`config.mk`:
```
export PLATFORM = sky130hd
export DESIGN_NAME = vga_tile_renderer
export DESIGN_NICKNAME = d
export VERILOG_FILES = /design/src/rtl/vga_tile_pkg.sv /design/src/rtl/vga_tile_renderer_rom.sv /design/src/rtl/vga_tile_renderer.sv
export SDC_FILE = /design/constraint.sdc
export NUM_CORES = 1
export LEC_CHECK = 0
export CORE_MARGIN = 5
export CORE_UTILIZATION = 40
export CTS_BUF_LIST = sky130_fd_sc_hd__clkbuf_8
export DETAILED_ROUTE_END_ITERATION = 8
export PLACE_DENSITY = 0.68
export SETUP_SLACK_MARGIN = 0.02
export SYNTH_ARGS = -nofsm -noshare
export SYNTH_HDL_FRONTEND = slang
export SYNTH_SLANG_ARGS = --single-unit
```
`constraint.sdc`:
```
create_clock -name iVGA_CLK -period 2.6 [get_ports iVGA_CLK]
set_input_delay 0.39 -clock iVGA_CLK [delete_from_list [all_inputs] [get_ports iVGA_CLK]]
set_output_delay 0.39 -clock iVGA_CLK [all_outputs]
set_load 0.05 [all_outputs]
```
`src/rtl/vga_tile_pkg.sv`:
```
// Shared encodings, bar palette and sprite artwork for the snake tile renderer.
package vga_tile_pkg;

  typedef enum logic [1:0] {
    MODE_GAME    = 2'd0,
    MODE_BARS    = 2'd1,
    MODE_CHECKER = 2'd2
  } mode_e;

  typedef enum logic [1:0] {
    ENT_NOTHING = 2'd0,
    ENT_HEAD    = 2'd1,
    ENT_BODY    = 2'd2,
    ENT_FOOD    = 2'd3
  } ent_e;

  localparam int SPRITE_N   = 3;
  localparam int SPRITE_DIM = 16;

  // Per-sprite colour {R,G,B}; the shape rows below gate it on or off.
  localparam logic [2:0] SPRITE_COLOR [SPRITE_N] = '{3'b010, 3'b110, 3'b100};

  // Row y, bit (15 - x): 1 = sprite colour, 0 = black.
  localparam logic [15:0] SPRITE_ROWS [SPRITE_N][SPRITE_DIM] = '{
    '{0: 16'h0000, 15: 16'h0000, default: 16'h7FFE},
    '{0: 16'h0000, 15: 16'h0000, default: 16'hFFFF},
    '{6: 16'h03C0, 7: 16'h03C0, 8: 16'h03C0, 9: 16'h03C0, default: 16'h0000}
  };

  function automatic logic [2:0] bar_rgb(input logic [2:0] bar);
    return {~bar[2], ~bar[0], ~bar[1]};
  endfunction

  function automatic logic [2:0] sprite_rgb(input logic [7:0] s, input logic [3:0] x,
                                            input logic [3:0] y);
    logic [15:0] row;
    row = 16'h0000;
    if (s >= 8'(SPRITE_N)) return 3'b000;
    row = SPRITE_ROWS[s[1:0]][y];
    return row[4'd15 - x] ? SPRITE_COLOR[s[1:0]] : 3'b000;
  endfunction

endpackage

```
`src/rtl/vga_tile_renderer_rom.sv`:
```
// Synchronous sprite ROM: one word per (sprite, local x, local y), 1-cycle read latency.
import vga_tile_pkg::*;

module vga_sprite_rom #(
  parameter int COLOR_W = 1,
  parameter int TILE_W  = 16,
  parameter int TILE_H  = 16,
  parameter int ENT_N   = 4
) (
  input  logic                         clk,
  input  logic [$clog2(ENT_N)-1:0]     sprite,
  input  logic [$clog2(TILE_W)-1:0]    x,
  input  logic [$clog2(TILE_H)-1:0]    y,
  output logic [3*COLOR_W-1:0]         data
);

  logic [2:0] px;

  // Artwork is 16x16; other tile sizes wrap or crop it through the 4-bit casts.
  assign px = sprite_rgb(8'(sprite), 4'(x), 4'(y));

  always_ff @(posedge clk) begin
    data <= {{COLOR_W{px[2]}}, {COLOR_W{px[1]}}, {COLOR_W{px[0]}}};
  end

endmodule

```
`src/rtl/vga_tile_renderer.sv`:
```
// Snake display pixel generator: game sprites, colour bars or checkerboard, 2-cycle latency.
// Optional blinking of one entity is compiled in with VGA_TILE_BLINK_EN.
import vga_tile_pkg::*;

module vga_tile_renderer #(
  parameter int COLOR_W     = 1,
  parameter int TILE_W      = 16,
  parameter int TILE_H      = 16,
  parameter int ENT_N       = 4,
  parameter int BAR_H       = 60,
  parameter int BLINK_ENT   = 1,
  parameter int BLINK_SHIFT = 4
) (
  input  logic                     iVGA_CLK,
  input  logic                     reset,
  input  logic [9:0]               iVGA_X,
  input  logic [9:0]               iVGA_Y,
  input  logic                     iValid,
  input  logic [1:0]               iMode,
  input  logic [$clog2(ENT_N)-1:0] iEnt,
  output logic [COLOR_W-1:0]       oRed,
  output logic [COLOR_W-1:0]       oGreen,
  output logic [COLOR_W-1:0]       oBlue,
  output logic                     oValid
);

  localparam int ENT_W  = $clog2(ENT_N);
  localparam int LX_W   = $clog2(TILE_W);
  localparam int LY_W   = $clog2(TILE_H);
  localparam int LINE_W = $clog2(BAR_H + 1);
  localparam int CW     = 3 * COLOR_W;

  function automatic logic [CW-1:0] expand(input logic [2:0] c);
    return {{COLOR_W{c[2]}}, {COLOR_W{c[1]}}, {COLOR_W{c[0]}}};
  endfunction

  logic              frame_start, line_start;
  logic [1:0]        mode_q, mode_cur;
  logic [LINE_W-1:0] line_q, line_nxt;
  logic [2:0]        bar_q, bar_nxt;
  logic              ent_ok, blank;

  logic              vld_p1;
  logic [1:0]        mode_p1;
  logic              parity_p1, ent_ok_p1;
  logic [2:0]        bar_rgb_p1;
  logic [CW-1:0]     rom_p1;
  logic [CW-1:0]     rgb_sel;
  logic [CW-1:0]     rgb_p2;

  assign frame_start = iValid && (iVGA_X == 10'd0) && (iVGA_Y == 10'd0);
  assign line_start  = iValid && (iVGA_X == 10'd0);
  assign mode_cur    = frame_start ? iMode : mode_q;

  always_comb begin
    line_nxt = line_q;
    bar_nxt  = bar_q;
    if (frame_start) begin
      line_nxt = '0;
      bar_nxt  = 3'd0;
    end else if (line_start) begin
      if (line_q == LINE_W'(BAR_H - 1)) begin
        line_nxt = '0;
        bar_nxt  = (bar_q == 3'd7) ? 3'd7 : bar_q + 3'd1;
      end else begin
        line_nxt = line_q + LINE_W'(1);
      end
    end
  end

`ifdef VGA_TILE_BLINK_EN
  logic [BLINK_SHIFT:0] frame_q, frame_nxt;
  logic                 started_q;

  // The first frame after reset is frame 0, so its start does not count.
  always_comb begin
    frame_nxt = frame_q;
    if (frame_start && started_q) frame_nxt = frame_q + (BLINK_SHIFT + 1)'(1);
  end

  always_ff @(posedge iVGA_CLK or posedge reset) begin
    if (reset) begin
      frame_q   <= '0;
      started_q <= 1'b0;
    end else begin
      frame_q <= frame_nxt;
      if (frame_start) started_q <= 1'b1;
    end
  end

  assign blank = (32'(iEnt) == BLINK_ENT) && frame_nxt[BLINK_SHIFT];
`else
  assign blank = 1'b0;
`endif

  assign ent_ok = (iEnt != ENT_W'(ENT_NOTHING)) && (32'(iEnt) < ENT_N) && !blank;

  vga_sprite_rom #(
    .COLOR_W (COLOR_W),
    .TILE_W  (TILE_W),
    .TILE_H  (TILE_H),
    .ENT_N   (ENT_N)
  ) u_rom (
    .clk    (iVGA_CLK),
    .sprite (iEnt - ENT_W'(1)),
    .x      (iVGA_X[LX_W-1:0]),
    .y      (iVGA_Y[LY_W-1:0]),
    .data   (rom_p1)
  );

  // Stage 1: latch mode, counters and per-pixel attributes
  always_ff @(posedge iVGA_CLK or posedge reset) begin
    if (reset) begin
      mode_q  <= MODE_GAME;
      line_q  <= '0;
      bar_q   <= 3'd0;
      vld_p1  <= 1'b0;
      mode_p1 <= MODE_GAME;
    end else begin
      mode_q  <= mode_cur;
      line_q  <= line_nxt;
      bar_q   <= bar_nxt;
      vld_p1  <= iValid;
      mode_p1 <= mode_cur;
    end
  end

  always_ff @(posedge iVGA_CLK) begin
    parity_p1  <= iVGA_X[LX_W] ^ iVGA_Y[LY_W];
    ent_ok_p1  <= ent_ok;
    bar_rgb_p1 <= bar_rgb(bar_nxt);
  end

  // Stage 2: mode mux on the registered ROM word, then output registers
  always_comb begin
    rgb_sel = '0;
    if (vld_p1) begin
      case (mode_p1)
        MODE_BARS:    rgb_sel = expand(bar_rgb_p1);
        MODE_CHECKER: rgb_sel = parity_p1 ? '0 : '1;
        default:      rgb_sel = ent_ok_p1 ? rom_p1 : '0;
      endcase
    end
  end

  always_ff @(posedge iVGA_CLK or posedge reset) begin
    if (reset) begin
      rgb_p2 <= '0;
      oValid <= 1'b0;
    end else begin
      rgb_p2 <= rgb_sel;
      oValid <= vld_p1;
    end
  end

  assign oRed   = rgb_p2[3*COLOR_W-1 -: COLOR_W];
  assign oGreen = rgb_p2[2*COLOR_W-1 -: COLOR_W];
  assign oBlue  = rgb_p2[COLOR_W-1 -: COLOR_W];

endmodule
```
==> impl_metrics.yaml, run 1 <==
setup_path:
  critPathArrivalTime_ps: 2390
  endpoint_kind: "register"
  ff2ff_setup_slack_ps: 920
  path_class: "input pin to register"
  crit_path_start_kind: "input pin"
  reg2reg_depth: 6
  critical_path_required_ps: 2760
  cp_max_fo: 7
yosys:
  synth_cells: 130
  ys_warn_count: 0
  synth_top_flop_cell: "dfrtp_1"
  synth_seq_cells: 23
  ys_seq_area_frac: 0.450
  synth_enable_flop_cells: 0
  synth-async-reset-ratio: 0.696
  synth_area_um2: 1200
  synth.distinct_cells: 42
  syn_nets: 164
  syn-mean-instance-area_um2: 9.25
hold_path:
  holdPathStages: 0
  hp-class: "register to register"
route:
  num_vias: 1071
  drt-pass1-iter-count: 4
  ant_nets: 0
  drt_iter0_markers: 31
  avgViaCountPerCell: 5.49
  drt-total-wl_mm: 2.53
  wl_per_cell_um: 12.9
  drc: 0
clocking:
  cts_buffers: 3
  path_clk_slew_ps: 70
  clockRootBuffer: "clkbuf_8"
  clk_latency_ps: 260
  cts_resized: 0
  htreeDepth: 1
  cts_sinks: 23
  holdBufCountCts: 0
  post_cts_buffers: 0
  cts_tree: "done"
  clockBufferDepth: 2
floorplanning:
  ioPinCount: 31
  dieWidth_um: 64.8
  die_h_um: 64.8
  start_util: 0.425
  rows: 19
  coreArea_um2: 2830
  dieArea_um2: 4200
grt:
  gr-usage-met2: 0.223
  gr-usage-met3: 0.0190
  busiest_layer: "met2"
  grt_pass1_wl_mm: 4.44
  met1_usage: 0.168
  grtUsageTotal: 0.133
  antenna_found_initial: 0
  grt_pass1_vias: 1031
  grt_max_degree: 17
  grt-ovfl-total: 0
finish:
  register_area_um2: 541
  antenna_cells: 0
  finish.utilization: 0.563
  multi_input_area_um2: 612
  instances_no_fill: 195
  design_area_um2: 1590
  fillCellCount: 265
  drive_gt1_frac: 0.0671
  nets: 199
  area_delta_synth_final_pct: 32.5
placed_design:
  place_area_um2: 1550
  dp_cells: 191
  portBuffers: 30
  dp_hpwl_mm: 2.03
  gp_congestion: 0.834
  dp_slack_ps: 114
flow_run:
  cap_violations: 0
status:
  outcome: "finished, final reports clean"
timing:
  relSlewSlack: 0.601
  period_share: 0.857
  fin_ws_ps: 371
  hold_viol_final: 0
  tightest_slew_ps: 598
  rsz0062_at_grt: "no"
  finalMaxSlewViolations: 0
  setup_viol: 0
  fin_skew_ps: 5.69
  period_needed_ps: 2230
  tns_ps: 0
  max_freq_mhz: 449
pwr:
  power.density_nw_per_um2: 428
  peakVddDrop_mv: 0.173
  leakagePower_nw: 0.674
## logic make-up (layout without fill, tap and decap cells)
kind of cell               Yosys count  in the layout  share of synthesized area
AOI/OAI and AO/OA                   34             34                      0.162
xor gates and xnor gates             2              2                     0.0146
adders and majority gates            7              7                     0.0728
buffers and inverters               13             47                     0.0416
DFF                                 23             23                      0.450
muxes                                3              3                     0.0281
and+or+nand+nor                     48             48                      0.231
## synthesized netlist by cell type (all sizes together) (2+ instances only)
cell / number / area share
a21oi: 11 / 0.046
a31oi: 3 / 0.016
and3: 2 / 0.010
and4: 2 / 0.015
dfrtp: 16 / 0.33
dfxtp: 7 / 0.12
ha: 7 / 0.073
inv: 11 / 0.034
mux2: 3 / 0.028
nand2: 7 / 0.022
nand2b: 5 / 0.026
nand3: 3 / 0.012
nand4: 2 / 0.010
nor2: 8 / 0.027
nor2b: 4 / 0.021
nor3: 2 / 0.0083
nor4: 4 / 0.021
o21ai: 12 / 0.050
or2: 2 / 0.012
or3: 2 / 0.010
## path summary, 6_finish.rpt
| kind | start | endpoint |
|---|---|---|
| setup reg to reg | line_q[0]$_DFFE_PP0P_ | bar_rgb_p1[0]$_DFF_P_ |
| max in group asynchronous | reset | vld_p1$_DFF_PP0_ |
| setup / recovery | iEnt[0] | u_rom.data[2]$_SDFF_PP0_ |
| min in group asynchronous | reset | bar_q[0]$_DFF_PP0_ |
| hold reg to reg | vld_p1$_DFF_PP0_ | oValid$_DFF_PP0_ |
| hold / removal | vld_p1$_DFF_PP0_ | oValid$_DFF_PP0_ |
## metrics by stage
step | hold slack, ps | total power [mW]
global route | 439 | 0.722
detailed placement | 401 | 0.482
global placement | 400 | 0.479
CTS | 418 | 0.690
finish | 422 | 0.682
floorplan | 304 | 0.422
## layout make-up
cell class | count | area share
clock buffers | 3 | 0.0259
inverters | 11 | 0.0259
multi-input cells | 94 | 0.384
well taps | 31 | 0.0244
flip-flops and latches | 23 | 0.339
clock inverters | 1 | 0.00236
repair buffers | 32 | 0.198
## placed cells by master (no fill, tap or decap), drive strengths merged, types with 3 or more instances in the layout
master         synthesis  layout
clkdlybuf4s50          0      30
dfrtp                 16      16
inv                   11      12
o21ai                 12      12
a21oi                 11      11
nor2                   8       8
nand2                  7       7
ha                     7       7
dfxtp                  7       7
nand2b                 5       5
nor4                   4       4
nor2b                  4       4
nand3                  3       3
a31oi                  3       3
clkbuf                 1       3
mux2                   3       3
## where the power goes
part	internal, mW	total, mW	switching [mW]	leakage (nW)
registers	0.366	0.370	0.00386	0.266
logic	0.0592	0.105	0.0459	0.381
clock network	0.105	0.207	0.102	0.0269
total	0.530	0.682	0.152	0.674
## critical path: stages
cell and delay [ps]:
clkdlybuf4s50_1 500, inv_1 80, ha_1 410, inv_1 80
o21ai_1 130, a21oi_1 70, or4b_1 490, a211oi_1 230
## routing by layer
metal | vias to the layer above | wire [um]
li1 | 534 | -
met1 | 500 | 1160
met2 | 35 | 1210
met3 | 2 | 135
met4 | 0 | 25
met5 | - | 0
## flip-flops by register name (all words and copies together) (netlist names)
register / flops
u_rom.data: 2
rgb_p2: 3
mode_p1: 2
vld_p1: 1
bar_rgb_p1: 3
ent_ok_p1: 1
line_q: 6
parity_p1: 1
oValid: 1
bar_q: 3
(Power assumes the default switching activity.)
==> inputs of run 2 (changes only) <==
--- a/config.mk
+++ b/config.mk
@@ -9,7 +9,7 @@
 export CORE_UTILIZATION = 40
 export CTS_BUF_LIST = sky130_fd_sc_hd__clkbuf_8
 export DETAILED_ROUTE_END_ITERATION = 8
-export PLACE_DENSITY = 0.68
+export PLACE_DENSITY = 0.73
 export SETUP_SLACK_MARGIN = 0.02
 export SYNTH_ARGS = -nofsm -noshare
 export SYNTH_HDL_FRONTEND = slang
==> run 2 against run 1 <==
  * Sequential share of layout area about the same
  * Core utilization about the same
  * Sequential cell count unchanged
  * Die area unchanged
  * First-iteration DRC count unchanged
  * Critical endpoint unchanged
  * Highest routed layer unchanged
==> impl_metrics.yaml, run 2 (same netlist as run 1, synthesis figures left out) <==
timing:
  period_needed_ps: 2190
  fin_ws_ps: 411
  tns_ps: 0
  rsz0062_at_grt: "no"
  setup_viol: 0
  max_freq_mhz: 457
  fin_skew_ps: 2.30
  hold_viol_final: 0
  whs_ps: 427
  relSlewSlack: 0.585
  tightest_slew_ps: 622
  period_share: 0.842
  finalMaxSlewViolations: 0
grt:
  grt_pass1_vias: 1017
  grt_max_degree: 17
  antenna_found_initial: 0
  grtUsageTotal: 0.136
  grt_pass1_wl_mm: 4.44
  grt-ovfl-total: 0
pwr:
  p_clk_frac: 0.310
  p_sw_mw: 0.157
  combPwrFrac: 0.153
  peakVddDrop_mv: 0.189
  internal_power_mw: 0.532
  seqPwrFrac: 0.537
  power.density_nw_per_um2: 432
  power.total_mw: 0.688
  leakagePower_nw: 0.672
  switching_share: 0.227
route:
  wl_met3_um: 161
  avgViaCountPerCell: 5.42
  wl_per_cell_um: 13.1
  drt_iter0_markers: 31
  drc: 0
  num_vias: 1057
  ant_nets: 0
  drt-pass1-iter-count: 4
  met1_length_mm: 1.11
  wl_met2_mm: 1.21
  drt-total-wl_mm: 2.56
  top_layer: "met4"
clocking:
  post_cts_buffers: 0
  htreeDepth: 1
  cts_sinks: 23
  clockBufferDepth: 2
  clockRootBuffer: "clkbuf_8"
  clk_latency_ps: 260
  cts_resized: 0
  cts_tree: "done"
  cts_buffers: 3
  path_clk_slew_ps: 70
  holdBufCountCts: 0
floorplanning:
  coreArea_um2: 2830
  rows: 19
  ioPinCount: 31
  dieArea_um2: 4200
  dieWidth_um: 64.8
  start_util: 0.425
  die_h_um: 64.8
placed_design:
  portBuffers: 30
  gp_congestion: 0.905
  dp_hpwl_mm: 2.07
  dp_slack_ps: 126
hold_path:
  holdPathStages: 0
  hp-class: "register to register"
  hold_start: "vld_p1$_DFF_PP0_"
finish:
  nets: 199
  drive_gt1_frac: 0.0732
  largest_reg_flops: 6
  layout_commonest_cell: "clkdlybuf4s50_1"
  final_cell_mix: "clkdlybuf4s50_1 (30), dfrtp_1 (16), a21oi_1 (11)"
  antenna_cells: 0
  regMostFlops: "line_q"
  area_delta_synth_final_pct: 32.6
setup_path:
  startpoint: "iEnt[0]"
  critPathArrivalTime_ps: 2370
  cp_max_fo: 7
  critical_path_required_ps: 2780
  endpoint_kind: "register"
  crit_path_start_kind: "input pin"
  reg2reg_depth: 6
  path_class: "input pin to register"
  reg2reg_from: "line_q[0]$_DFFE_PP0P_"
flow_run:
  cap_violations: 0
status:
  outcome: "finished, final reports clean"
## run 2: cell count changes in the layout (fill, tap and decap cells not counted), sizes merged
| cell | before | now |
|---|---|---|
| clkinv | 0 | 1 |
| inv | 12 | 11 |
## run 2: area by class of cell
| cell class | count | area [um2] |
|---|---|---|
| clock inverter | 1 | 5.00 |
| timing repair buffer | 32 | 315 |
| clock buffer | 3 | 41.3 |
| fill | 248 | 1230 |
| tap | 31 | 38.8 |
| sequential | 23 | 541 |
| inverter | 11 | 41.3 |
| multi-input combinational | 94 | 612 |
## run 2: worst paths after layout
| kind | endpoint | slack [ps] |
|---|---|---|
| min in group asynchronous | bar_q[2]$_DFF_PP0_ | 500 |
| max in group asynchronous | oValid$_DFF_PP0_ | 1700 |
| worst max register to register | bar_rgb_p1[0]$_DFF_P_ | 970 |
| worst min register to register | oValid$_DFF_PP0_ | 430 |
| worst min-delay path | oValid$_DFF_PP0_ | 430 |
| worst max-delay path | u_rom.data[2]$_SDFF_PP0_ | 410 |
## run 2: power by group through the flow
stage          Sequential [mW]  Clock [mW]  Combinational, mW
2_1_floorplan            0.385           0             0.0373
3_3_place_gp             0.377           0              0.102
3_5_place_dp             0.377           0              0.106
4_1_cts                  0.370       0.219              0.106
5_1_grt                  0.371       0.237              0.115
6_report                 0.369       0.213              0.106
## run 2: routing by layer
layer  vias up  global-route usage
met5         -                   0
met4         0              0.0844
met3         7              0.0294
met2        39               0.227
met1       475               0.157
li1        536                   -
## run 2: worst max-delay path, stage by stage
cell,delay (ps)
clkdlybuf4s50_1,490
inv_1,90
ha_1,400
inv_1,80
o21ai_0,160
a21oi_1,50
or4b_1,490
a211oi_1,210
## run 2: through the flow
step	cell area (um2)	std cells	util
after floorplan	1200	130	-
after global placement	1550	191	0.547
after global routing	1590	195	0.563
after detailed placement	1550	191	0.547
after CTS	1590	195	0.563
final	1590	195	0.563
==> inputs of run 3 (changes only) <==
==> constraint.sdc (replaced) <==
create_clock -name iVGA_CLK -period 2.2 [get_ports iVGA_CLK]
set_input_delay 0.33 -clock iVGA_CLK [delete_from_list [all_inputs] [get_ports iVGA_CLK]]
set_output_delay 0.33 -clock iVGA_CLK [all_outputs]
set_load 0.05 [all_outputs]
==> run 3 against run 2 <==
  * Core utilization rose by 2.7 points
  * Register-to-register slack got worse by 420 ps
  * Count of clock-buffer cells in the layout did not move
  * Largest cell class unchanged
==> impl_metrics.yaml, run 3 (same netlist as run 1, synthesis figures left out) <==
grt:
  grt_pass1_vias: 1198
  grt-ovfl-total: 0
  grtUsageTotal: 0.148
  antenna_found_initial: 0
  grt_pass1_wl_mm: 5.02
  grt_max_degree: 17
placed_design:
  dp_cells: 199
  dp_slack_ps: -120
  place_area_um2: 1610
  dp_hpwl_mm: 2.19
  portBuffers: 30
  gp_congestion: 0.876
pwr:
  power.total_mw: 0.837
  peakVddDrop_mv: 0.200
  leakagePower_nw: 0.711
  power.density_nw_per_um2: 501
timing:
  whs_ps: 422
  fin_skew_ps: 1.38
  setup_viol: 0
  fin_ws_ps: 213
  tightest_slew_ps: 590
  period_needed_ps: 1990
  max_freq_mhz: 503
  finalMaxSlewViolations: 0
  hold_viol_final: 0
  rsz0062_at_grt: "no"
  period_share: 0.903
  tns_ps: 0
  relSlewSlack: 0.606
clocking:
  post_cts_buffers: 0
  clk_latency_ps: 260
  clockBufferDepth: 2
  cts_sinks: 23
  cts_buffers: 3
  holdBufCountCts: 0
  path_clk_slew_ps: 80
  clockRootBuffer: "clkbuf_8"
  htreeDepth: 1
  cts_tree: "done"
setup_path:
  crit_path_frequent_cell: "inv_1"
  slowest_delay_ps: 520
  critical_path_required_ps: 2390
  crit_buf_inv: 3
  path_cells: "clkdlybuf4s50_1 -> inv_1 -> ha_4 -> inv_1 -> o21ai_1 -> a21oi_1 -> or4b_1 -> a211oi_2"
  crit_path_start_kind: "input pin"
  cp_max_fo: 5
  path_class: "input pin to register"
  endpoint_kind: "register"
  critPathSlowestCell: "or4b_1"
  critPathArrivalTime_ps: 2180
  crit_family: "buffers and inverters"
floorplanning:
  die_h_um: 64.8
  coreArea_um2: 2830
  rows: 19
  ioPinCount: 31
  start_util: 0.425
  dieWidth_um: 64.8
  dieArea_um2: 4200
finish:
  final_cell_mix: "clkdlybuf4s50_1 (30), dfrtp_1 (16), a21oi_1 (11)"
  drive_gt1_frac: 0.128
  nets: 207
  finish.utilization: 0.591
  area_delta_synth_final_pct: 39.0
  design_area_um2: 1670
  regMostFlops: "line_q"
  largest_reg_flops: 6
  layout_commonest_cell: "clkdlybuf4s50_1"
  instances_no_fill: 203
  antenna_cells: 0
route:
  drc: 0
  drt-total-wl_mm: 2.71
  wl_per_cell_um: 13.3
  num_vias: 1112
  drt_iter0_markers: 37
  avgViaCountPerCell: 5.48
  drt-pass1-iter-count: 4
  ant_nets: 0
status:
  outcome: "finished, final reports clean"
hold_path:
  hp-class: "input pin to asynchronous set/reset pin"
flow_run:
  cap_violations: 0
-- run 3: cell count changes in the layout (fill, tap and decap cells not counted), sizes merged --
cell	before	now
buf	2	10
-- run 3: worst paths after layout --
kind / depth (start not counted) / endpoint / slack, ps / start
setup / recovery: 8 / u_rom.data[2]$_SDFF_PP0_ / 210 / iEnt[0]
hold reg to reg: 0 / oValid$_DFF_PP0_ / 420 / vld_p1$_DFF_PP0_
min in group iVGA_CLK: 0 / oValid$_DFF_PP0_ / 420 / vld_p1$_DFF_PP0_
hold / removal: 2 / rgb_p2[0]$_DFF_PP0_ / 420 / reset
max in group asynchronous: 2 / line_q[1]$_DFFE_PP0P_ / 1390 / reset
setup reg to reg: 6 / bar_rgb_p1[0]$_DFF_P_ / 550 / line_q[0]$_DFFE_PP0P_
-- run 3: layout make-up --
class	count	area, um2
fillers	262	1160
multi-input cells	94	629
flip-flops and latches	23	541
repair buffers	40	375
clock buffers	3	41.3
inverters	11	41.3
well taps	31	38.8
clock inverters	1	5.00
-- run 3: what timing repair did --
item / in CTS / in global routing
gates resized for setup: 0 / 2
endpoints found under the setup margin: 0 / 1
endpoints found under the hold margin: 0 / 0
-- run 3: per-layer routing --
layer	up-vias	track usage	wire length, um
met5	-	0	0
met4	0	0.0554	44
met3	5	0.0294	140
met2	29	0.271	1400
met1	529	0.169	1120
li1	549	-	-
-- run 3: power breakdown --
group          switching [mW]  internal [mW]  leakage [nW]
clock network           0.132          0.126        0.0255
registers             0.00406          0.432         0.266
logic                  0.0596         0.0827         0.420
total                   0.196          0.641         0.711
